--- src/rtl/operand_fetch_pkg.sv ---
// Shared widths, select encoding and the latched instruction record for the
// operand fetch stage.
package operand_fetch_pkg;

  localparam int DATA_W   = 16;
  localparam int ADDR_W   = 5;
  localparam int OPC_W    = 4;
  localparam int NUM_REGS = 2 ** ADDR_W;

  // Register file select encoding
  localparam logic SEL_READ  = 1'b1;
  localparam logic SEL_WRITE = 1'b0;

  // One decoded instruction as held in the single-entry latch
  typedef struct packed {
    logic [OPC_W-1:0]  opcode;
    logic [ADDR_W-1:0] rs1;
    logic [ADDR_W-1:0] rs2;
    logic [ADDR_W-1:0] rd;
    logic              write_en;
  } instr_t;

endpackage

--- src/rtl/operand_fetch_scoreboard.sv ---
// Pending-destination scoreboard: one bit per register, set when an
// instruction that writes rd issues, cleared when its writeback lands.
module operand_fetch_scoreboard
  import operand_fetch_pkg::*;
(
  input  logic              clk,
  input  logic              reset_n,
  input  logic              set_en_i,
  input  logic [ADDR_W-1:0] set_addr_i,
  input  logic              clr_en_i,
  input  logic [ADDR_W-1:0] clr_addr_i,
  input  logic [ADDR_W-1:0] rs1_i,
  input  logic [ADDR_W-1:0] rs2_i,
  input  logic [ADDR_W-1:0] rd_i,
  output logic              busy_rs1_o,
  output logic              busy_rs2_o,
  output logic              busy_rd_o
);

  logic [NUM_REGS-1:0] pend_q;
  logic [NUM_REGS-1:0] pend_d;

  // Next pending vector: clear the writeback target, then mark the new issue
  always_comb begin
    pend_d = pend_q;
    if (clr_en_i) pend_d[clr_addr_i] = 1'b0;
    if (set_en_i) pend_d[set_addr_i] = 1'b1;
  end

  // Pending vector register with synchronous reset
  // NOTE: reset is sampled only on the clock edge, so it sits inside the
  // clocked branch rather than in the sensitivity list; state uses <= only.
  always_ff @(posedge clk) begin
    if (!reset_n) pend_q <= '0;
    else          pend_q <= pend_d;
  end

  assign busy_rs1_o = pend_q[rs1_i];
  assign busy_rs2_o = pend_q[rs2_i];
  assign busy_rd_o  = pend_q[rd_i];

endmodule

--- src/rtl/operand_fetch.sv ---
// Operand fetch stage: latches one decoded instruction, arbitrates the
// register file port between writebacks and operand reads, stalls on
// scoreboard hazards and presents registered operands to execute.
module operand_fetch
  import operand_fetch_pkg::*;
(
  input  logic              clk,
  input  logic              reset_n,
  input  logic              inValid,
  output logic              inReady,
  input  logic [OPC_W-1:0]  inOpcode,
  input  logic [ADDR_W-1:0] inRs1,
  input  logic [ADDR_W-1:0] inRs2,
  input  logic [ADDR_W-1:0] inRd,
  input  logic              inWriteEn,
  input  logic              wbValid,
  input  logic [ADDR_W-1:0] wbAddress,
  input  logic [DATA_W-1:0] wbData,
  output logic              select,
  output logic [ADDR_W-1:0] readAddress1,
  output logic [ADDR_W-1:0] readAddress2,
  output logic [ADDR_W-1:0] writeAddress,
  output logic [DATA_W-1:0] writeData,
  input  logic [DATA_W-1:0] readData1,
  input  logic [DATA_W-1:0] readData2,
  output logic              outValid,
  input  logic              outReady,
  output logic [OPC_W-1:0]  outOpcode,
  output logic [ADDR_W-1:0] outRd,
  output logic              outWriteEn,
  output logic [DATA_W-1:0] opA,
  output logic [DATA_W-1:0] opB
);

  instr_t            lat_q;
  logic              lat_full_q;
  logic [ADDR_W-1:0] wr_addr_q;
  logic [DATA_W-1:0] wr_data_q;
  logic              out_valid_q;
  instr_t            out_q;
  logic [DATA_W-1:0] op_a_q;
  logic [DATA_W-1:0] op_b_q;

  logic busy_rs1, busy_rs2, busy_rd;
  logic hazard;
  logic fire;
  logic in_fire;

  operand_fetch_scoreboard u_sb (
    .clk        (clk),
    .reset_n    (reset_n),
    .set_en_i   (fire && lat_q.write_en),
    .set_addr_i (lat_q.rd),
    .clr_en_i   (wbValid),
    .clr_addr_i (wbAddress),
    .rs1_i      (lat_q.rs1),
    .rs2_i      (lat_q.rs2),
    .rd_i       (lat_q.rd),
    .busy_rs1_o (busy_rs1),
    .busy_rs2_o (busy_rs2),
    .busy_rd_o  (busy_rd)
  );

  assign hazard  = busy_rs1 | busy_rs2 | (lat_q.write_en & busy_rd);
  assign fire    = lat_full_q & ~wbValid & ~hazard & (~out_valid_q | outReady);
  assign inReady = reset_n & (~lat_full_q | fire);
  assign in_fire = inValid & inReady;

  // Port arbitration: writeback wins; otherwise present the latched sources
  // NOTE: every output gets a value on every path, so no latch is inferred;
  // the "hold last write" behaviour comes from the wr_*_q flops instead.
  always_comb begin
    select       = SEL_READ;
    writeAddress = wr_addr_q;
    writeData    = wr_data_q;
    readAddress1 = lat_full_q ? lat_q.rs1 : '0;
    readAddress2 = lat_full_q ? lat_q.rs2 : '0;
    if (wbValid) begin
      select       = SEL_WRITE;
      writeAddress = wbAddress;
      writeData    = wbData;
    end
  end

  // Remember the last write so the write port holds it during read cycles
  always_ff @(posedge clk) begin
    if (!reset_n) begin
      wr_addr_q <= '0;
      wr_data_q <= '0;
    end else if (wbValid) begin
      wr_addr_q <= wbAddress;
      wr_data_q <= wbData;
    end
  end

  // Single-entry instruction latch: fills on accept, empties on issue
  always_ff @(posedge clk) begin
    if (!reset_n) begin
      lat_full_q <= 1'b0;
      lat_q      <= '0;
    end else if (in_fire) begin
      lat_full_q <= 1'b1;
      lat_q      <= '{opcode: inOpcode, rs1: inRs1, rs2: inRs2,
                      rd: inRd, write_en: inWriteEn};
    end else if (fire) begin
      lat_full_q <= 1'b0;
    end
  end

  // Output register: reload on issue, drop valid on accept without issue
  always_ff @(posedge clk) begin
    if (!reset_n) begin
      out_valid_q <= 1'b0;
      out_q       <= '0;
      op_a_q      <= '0;
      op_b_q      <= '0;
    end else if (fire) begin
      out_valid_q <= 1'b1;
      out_q       <= lat_q;
      op_a_q      <= readData1;
      op_b_q      <= readData2;
    end else if (outReady) begin
      out_valid_q <= 1'b0;
    end
  end

  assign outValid   = out_valid_q;
  assign outOpcode  = out_q.opcode;
  assign outRd      = out_q.rd;
  assign outWriteEn = out_q.write_en;
  assign opA        = op_a_q;
  assign opB        = op_b_q;

endmodule

--- config.mk ---
export PLATFORM = sky130hd
export DESIGN_NAME = operand_fetch
export DESIGN_NICKNAME = d
export VERILOG_FILES = /design/src/rtl/operand_fetch_pkg.sv /design/src/rtl/operand_fetch_scoreboard.sv /design/src/rtl/operand_fetch.sv
export SDC_FILE = /design/constraint.sdc
export NUM_CORES = 1
export LEC_CHECK = 0
export ABC_AREA = 1
export CORE_MARGIN = 10
export CORE_UTILIZATION = 51
export CTS_BUF_LIST = sky130_fd_sc_hd__clkbuf_8
export DETAILED_ROUTE_END_ITERATION = 6
export GPL_ROUTABILITY_DRIVEN = 0
export PLACE_DENSITY_LB_ADDON = 0.1
export SYNTH_ARGS = -nofsm -noshare
export SYNTH_HDL_FRONTEND = slang
export SYNTH_SLANG_ARGS = --single-unit
--- constraint.sdc ---
create_clock -name clk -period 2.3 [get_ports clk]
set_clock_uncertainty 0.05 [all_clocks]
set_input_delay 0.46 -clock clk [delete_from_list [all_inputs] [get_ports clk]]
set_output_delay 0.46 -clock clk [all_outputs]
set_load 0.01 [all_outputs]
==> results of run 1 <==
## area by class of cell
type / count / area [um^2]
clock buffer: 22 / 303
clock inverter: 9 / 101
fill: 799 / 2460
inverter: 97 / 379
multi-input combinational: 662 / 3210
sequential: 117 / 2350
tap: 143 / 179
timing repair buffer: 250 / 2480
## state kept, by name, indices dropped and copies added (netlist names)
| name | flops |
|---|---|
| wr_addr_q | 5 |
| lat_full_q | 1 |
| opB | 16 |
| wr_data_q | 16 |
| u_sb.pend_q | 32 |
| outRd | 5 |
| outOpcode | 4 |
| outWriteEn | 1 |
| lat_q | 20 |
| outValid | 1 |
| opA | 16 |
## cell families after synthesis
logic type	Yosys count	synth area share
buffers and inverters	159	0.115
and+or+nand+nor	506	0.363
AOI/OAI and AO/OA	156	0.132
DFF	117	0.390
## critical path, cell delays in order, from the launching register on
cell and delay (ns):
dfxtp_2 0.34, buf_12 0.14, inv_6 0.05, buf_4 0.11, nand2_1 0.04, nand3_1 0.06, nand3_1 0.09, nand3_1 0.09
nand2_2 0.08, nand2_1 0.11, nand2_2 0.09, nor2_4 0.11, nand3_4 0.08, a21oi_2 0.13, buf_4 0.14
## timing repair
item,in CTS,in global routing
buffers inserted,6,4
pin swaps,5,24
hold buffers,0,0
gates cloned,1,9
endpoints found under the setup margin,102,100
resized for setup,42,68
## per-layer routing
| layer | global-route usage | vias up | share of wire |
|---|---|---|---|
| met4 | 0.0832 | 0 | 0.027 |
| li1 | - | 3476 | - |
| met1 | 0.270 | 3237 | 0.38 |
| met2 | 0.386 | 323 | 0.48 |
| met5 | 0 | - | 0 |
| met3 | 0.0899 | 51 | 0.10 |
## path summary, 6_finish.rpt
path / start / endpoint / slack [ns] / depth (start not counted)
worst min register to register: opA[11] / opA[11] / 0.41 / 2
worst min-delay path: opA[11] / opA[11] / 0.41 / 2
worst max-delay path: lat_q[6] / inReady / -0.32 / 14
worst max register to register: lat_q[3] / lat_q[12] / -0.13 / 16
## where the power goes
group / internal, W / switching, W
Combinational: 0.000535 / 0.000590
Clock: 0.00109 / 0.000839
Sequential: 0.00211 / 0.0000581
Total: 0.00373 / 0.00149
## cell usage in the layout, fill, tap and decap left out, types with 42 or more instances in the layout
master / Yosys / routed
inv_1: 90 / 89
a21oi_1: 103 / 81
nand3_1: 97 / 81
nor2_1: 44 / 42
nand2_1: 301 / 292
dfxtp_1: 117 / 114
o21ai_0: 44 / 44
buf_4: 3 / 73
clkdlybuf4s50_1: 0 / 130
nand4_1: 52 / 52
## per-stage QoR
step | setup TNS (ns) | std cells | util
floorplan | 0 | 938 | -
global placement | -9.69 | 1249 | 0.702
detailed placement | -11.15 | 1249 | 0.702
CTS | -3.72 | 1287 | 0.744
global route | -11.55 | 1300 | 0.785
finish | -2.33 | 1300 | 0.785
## cell usage after synthesis
master | number | area [um^2]
nand2_1 | 301 | 1130
dfxtp_1 | 117 | 2340
a21oi_1 | 103 | 515
nand3_1 | 97 | 485
inv_1 | 90 | 338
nand4_1 | 52 | 325
nor2_1 | 44 | 165
o21ai_0 | 44 | 220
clkbuf_1 | 30 | 113
buf_2 | 16 | 80.1
buf_6 | 8 | 90.1
nor3_1 | 8 | 40.0
inv_2 | 6 | 22.5
buf_1 | 5 | 18.8
o211ai_1 | 4 | 30.0
buf_4 | 3 | 22.5
o21ai_1 | 3 | 15.0
a211oi_1 | 2 | 15.0
nand2_2 | 2 | 12.5
clkinv_1 | 1 | 3.75
nand3_4 | 1 | 17.5
nor2_2 | 1 | 6.26
==> key figures, run 1 <==
Floorplan
  – Io pins: 154
  – Die Wd: 129 um
  – Initial Utilization: 0.524
  – Die height: 129 um
  – FP Rows: 39
  – Core ar.: 0.0115 mm^2
  – Die area: 0.0165 mm^2

Finish
  – Fin area: 0.00900 mm^2
  – Share of cells above drive strength 1: 0.167
  – Diodes inserted: 0
  – NumNets Final: 1223
  – Area Growth Syn to Fin: 49.9%

Critical path
  – Setup Crit Path Kind: reg -> out
  – Critical path data arrival time: 2.11 ns
  – CP Launch Type: register
  – CP endpoint kind: output port
  – Crit-path max FO: 11
  – Worst Path Required: 1.79 ns

Global route
  – First-pass GRT wire length: 31600 um
  – Largest net degree at the start of global routing: 98
  – Gr usage total: 0.233
  – Vias in the first global route: 6402
  – Grt total ovfl: 0
  – Antenna violations before repair: 0

Place
  – Port Buffers: 153
  – DP Worst Slack: -0.412 ns
  – Hpwl dp: 14000 um
  – Post-DP Area: 0.00806 mm^2

Clock tree
  – CTS tree: yes
  – CTS Buf Count: 17
  – Clk slew on worst S/H paths: 0.07 ns
  – H-tree levels: 4
  – Clock Latency Late Sink: 0.45 ns
  – Clock sinks: 117
  – Clock root cell: clkbuf_8
  – Clock Tree Buf Depth: 2

Yosys
  – Synth Cell Area: 0.00601 mm^2
  – Gate Count Post-Synth: 938
  – Syn_nets: 1016
  – Flops & latches, synth: 117
  – Post-synth cell types: 22
  – Warning count from the yosys run: 0
  – Syn Area/Cell: 6.41 um^2
  – Sequential area share after synthesis: 0.390

Timing
  – Final worst-path cycle share: 1.14
  – Maximum clock frequency: 382 MHz
  – Fin crit period: 2.62 ns
  – Final hold vios: 0
  – WHS: 0.413 ns
  – Slew @ Worst Pin: 1.17 ns
  – RSZ-0062 raised after global routing: true
  – Max-slew violations: 0
  – Final setup fails: 25
  – PnR worst setup slack: -0.321 ns
  – Slew headroom: 0.222

Route
  – DR pass1 iterations: 6
  – Routed len/inst: 16.8 um
  – Routed Antenna Nets: 0
  – DR vias: 7087
  – Total routed wirelength: 21800 um
  – Via-to-Cell Ratio: 5.45
  – DR DRC count: 0
  – 1st-iter DRT viols: 811

Flow run
  – Max-Cap Viols: 0

Run status
  – Status: complete, but fails checks
  – Failing checks: setup timing

Power and ir drop
  – Power Dens Cells: 580 mW/mm^2
  – Peak supply drop: 539 uV
  – Leak: 3.90 nW
  – Total power: 0.00522 W

Hold path
  – Worst hold path type: reg -> reg
Power figures use the tool's default switching activity.
==> inputs of run 2 (changes only) <==
--- a/config.mk
+++ b/config.mk
@@ -5,13 +5,13 @@
 export SDC_FILE = /design/constraint.sdc
 export NUM_CORES = 1
 export LEC_CHECK = 0
-export ABC_AREA = 1
 export CORE_MARGIN = 10
-export CORE_UTILIZATION = 51
+export CORE_UTILIZATION = 52
 export CTS_BUF_LIST = sky130_fd_sc_hd__clkbuf_8
 export DETAILED_ROUTE_END_ITERATION = 6
 export GPL_ROUTABILITY_DRIVEN = 0
 export PLACE_DENSITY_LB_ADDON = 0.1
+export SLEW_MARGIN = 0
 export SYNTH_ARGS = -nofsm -noshare
 export SYNTH_HDL_FRONTEND = slang
 export SYNTH_SLANG_ARGS = --single-unit
==> run 2 against run 1 <==
The flow finishes with violations (DRC, setup timing). Combinational power grew to 2.6 times the previous value. Hold slack improved by 0.024 ns. Core utilization increased by 13 points. Non-clock buffer count rose by 36. Critical path depth fell by 4. Clock-buffer cell count is 4 lower. Sequential share of layout area fell by 4.7 points. Flip-flop and latch count did not move. Worst setup slack got worse by 0.95 ns.
==> key figures, run 2 <==
Run status
  – Status: complete, but fails checks
  – Failing checks: DRC, setup timing

Floorplan
  – FP Rows: 40
  – Die Wd: 131 um
  – Die height: 131 um
  – Io pins: 154
  – Die area: 0.0171 mm^2
  – Core ar.: 0.0120 mm^2
  – Initial Utilization: 0.530

Timing
  – Max-slew violations: 0
  – Maximum clock frequency: 280 MHz
  – RSZ-0062 raised after global routing: true
  – Slew headroom: 0.261
  – Final setup fails: 98
  – Slew @ Worst Pin: 1.11 ns
  – Final worst-path cycle share: 1.55
  – PnR worst setup slack: -1.28 ns
  – Fin crit period: 3.58 ns
  – Final hold vios: 0

Finish
  – Area of the multi-input gates: 0.00481 mm^2
  – Final core utilization: 0.918
  – Area Growth Syn to Fin: 73.2%
  – Most common cell after layout, fill and taps aside: clkdlybuf4s50_1
  – Fin area: 0.0110 mm^2
  – Diodes inserted: 0
  – Top flop regs: u_sb.pend_q: 32 flops, lat_q: 20 flops
  – Share of cells above drive strength 1: 0.365
  – FF+latch area: 0.00236 mm^2
  – Largest Register: u_sb.pend_q
  – Filler cells: 399
  – Most frequent cells in the layout: clkdlybuf4s50_1 (131), dfxtp_1 (108), buf_4 (85)
  – Max FFs per register: 32
  – Non-Filler Instances: 1079
  – NumNets Final: 997

Global route
  – Vias in the first global route: 7966
  – Gr usage total: 0.340
  – Antenna violations before repair: 0
  – Largest net degree at the start of global routing: 120
  – Grt total ovfl: 0
  – First-pass GRT wire length: 45400 um

Yosys
  – Number of synthesized flops with an enable pin: 0
  – Syn_nets: 781
  – Synth top area share: 0.368
  – Area contributors post-synth: dfxtp_1 (37%), o31ai_1 (8.8%), o211ai_1 (5.1%)
  – Warning count from the yosys run: 0
  – Flops & latches, synth: 117
  – Synth Cell Area: 0.00637 mm^2
  – Post-synth ARST share: 0
  – Syn Area/Cell: 9.06 um^2
  – Post-synth top cells: dfxtp_1 (117), o31ai_1 (75), clkbuf_1 (53)
  – Most common cell in the netlist: dfxtp_1
  – Sequential area share after synthesis: 0.368
  – Most used DFF post-synth: dfxtp_1
  – Largest area contributor in the netlist: dfxtp_1
  – Post-synth cell types: 49
  – Gate Count Post-Synth: 703

Route
  – DR pass1 iterations: 7
  – DR vias: 8796
  – Via-to-Cell Ratio: 8.15
  – DR DRC count: 86
  – Total routed wirelength: 38400 um
  – Routed len/inst: 35.6 um
  – 1st-iter DRT viols: 1923
  – Routed Antenna Nets: 0

Clock tree
  – Clock Tree Buf Depth: 2
  – CTS tree: yes
  – Clock Latency Late Sink: 0.48 ns
  – Clk slew on worst S/H paths: 0.08 ns
  – Clock sinks: 117
  – Clock root cell: clkbuf_8
  – H-tree levels: 4
  – CTS Buf Count: 17

Critical path
  – Slowest stage delay, CP: 0.72 ns
  – CP endpoint kind: register
  – Crit path top cell by count: buf_12
  – Bufs and invs on worst path: 4
  – Setup Crit Path Kind: reg -> reg
  – CP max stage cell: nor4_2
  – Reg2Reg Depth: 10
  – Levels on crit path: 10
  – CP Launch Type: register
  – CP Cell Sequence: buf_12 > mux2i_1 > o221ai_2 > a2111oi_4 > buf_4 > a21oi_4 > buf_12 > buf_8 > nor4_2 > a311o_1
  – Crit-path max FO: 7
  – Critical path data arrival time: 3.93 ns
  – CP delay by family, top: compound AO/OA/AOI/OAI gates
  – Worst Path Required: 2.65 ns

Place
  – Hpwl dp: 15200 um
  – Port Buffers: 153
  – Inst Count DP: 1002
  – DP Worst Slack: -0.813 ns
  – Post-DP Area: 0.00846 mm^2

Flow run
  – Max-Cap Viols: 0

Hold path
  – Worst hold path type: reg -> reg
  – Hold depth: 2

Power and ir drop
  – Peak supply drop: 583 uV
  – Leak: 3.88 nW
  – Total power: 0.00724 W
  – Power Dens Cells: 656 mW/mm^2
## run 2: cell count changes in the layout (fill, tap and decap cells not counted), moves of 34 or more
cell / before / now
nand2_1: 292 / 23
o31ai_4: 0 / 72
inv_1: 89 / 20
a21oi_1: 81 / 25
o21ai_0: 44 / 0
nand3_1: 81 / 42
o211ai_1: 4 / 43
nor2_1: 42 / 8
## run 2: timing repair
| item | in CTS | in global routing |
|---|---|---|
| pin swaps | 76 | 66 |
| gates cloned | 19 | 1 |
| buffers inserted | 18 | 13 |
| setup endpoints to repair | 129 | 101 |
| gates resized for setup | 182 | 108 |
| hold buffers | 0 | 0 |
## run 2: cell families (layout without fill, tap and decap cells)
family	Yosys count	in the layout	synth area share
AOI/OAI and AO/OA	220	220	0.255
buffers and inverters	106	335	0.0702
DFF	117	117	0.368
muxes	58	58	0.120
and+or+nand+nor	202	202	0.187
## run 2: worst reg2reg max path: stages, from the launching register on
cell	delay, ns
dfxtp_4	0.39
buf_12	0.14
mux2i_1	0.63
o221ai_2	0.28
a2111oi_4	0.43
buf_4	0.21
a21oi_4	0.13
buf_12	0.19
buf_8	0.13
nor4_2	0.72
a311o_1	0.22
## run 2: path summary, 6_finish.rpt
kind	start	endpoint	slack (ns)
max	lat_q[2]	lat_q[12]	-1.28
min	opB[5]	opB[5]	0.44
max reg2reg	lat_q[2]	lat_q[12]	-1.28
min reg2reg	opB[5]	opB[5]	0.44
## run 2: power breakdown
group / internal, W / leakage, nW / switching [W]
Clock: 0.00107 / 0.213 / 0.000941
Sequential: 0.00216 / 0.958 / 0.000166
Combinational: 0.00123 / 2.71 / 0.00167
## run 2: metal layers
layer  GRT usage  share of wire  up-vias
met3       0.116           0.16      452
met4       0.214           0.11        2
li1            -              -     3195
met1       0.386           0.31     4064
met5           0        0.00081        -
met2       0.542           0.42     1083
## run 2: cell type report
cell class,instances,share of cell area
clock buffers,18,0.0225
clock inverters,14,0.0132
inverters,17,0.00579
multi-input cells,480,0.436
flip-flops and latches,117,0.214
well taps,147,0.0167
repair buffers,286,0.292
## run 2: per-stage QoR
stage	setup TNS, ns	hold WS [ns]
6_report	-82.59	0.437
2_1_floorplan	-0.518	0.410
3_5_place_dp	-49.89	0.408
4_1_cts	-35.31	0.422
3_3_place_gp	-40.67	0.403
5_1_grt	-79.56	0.449
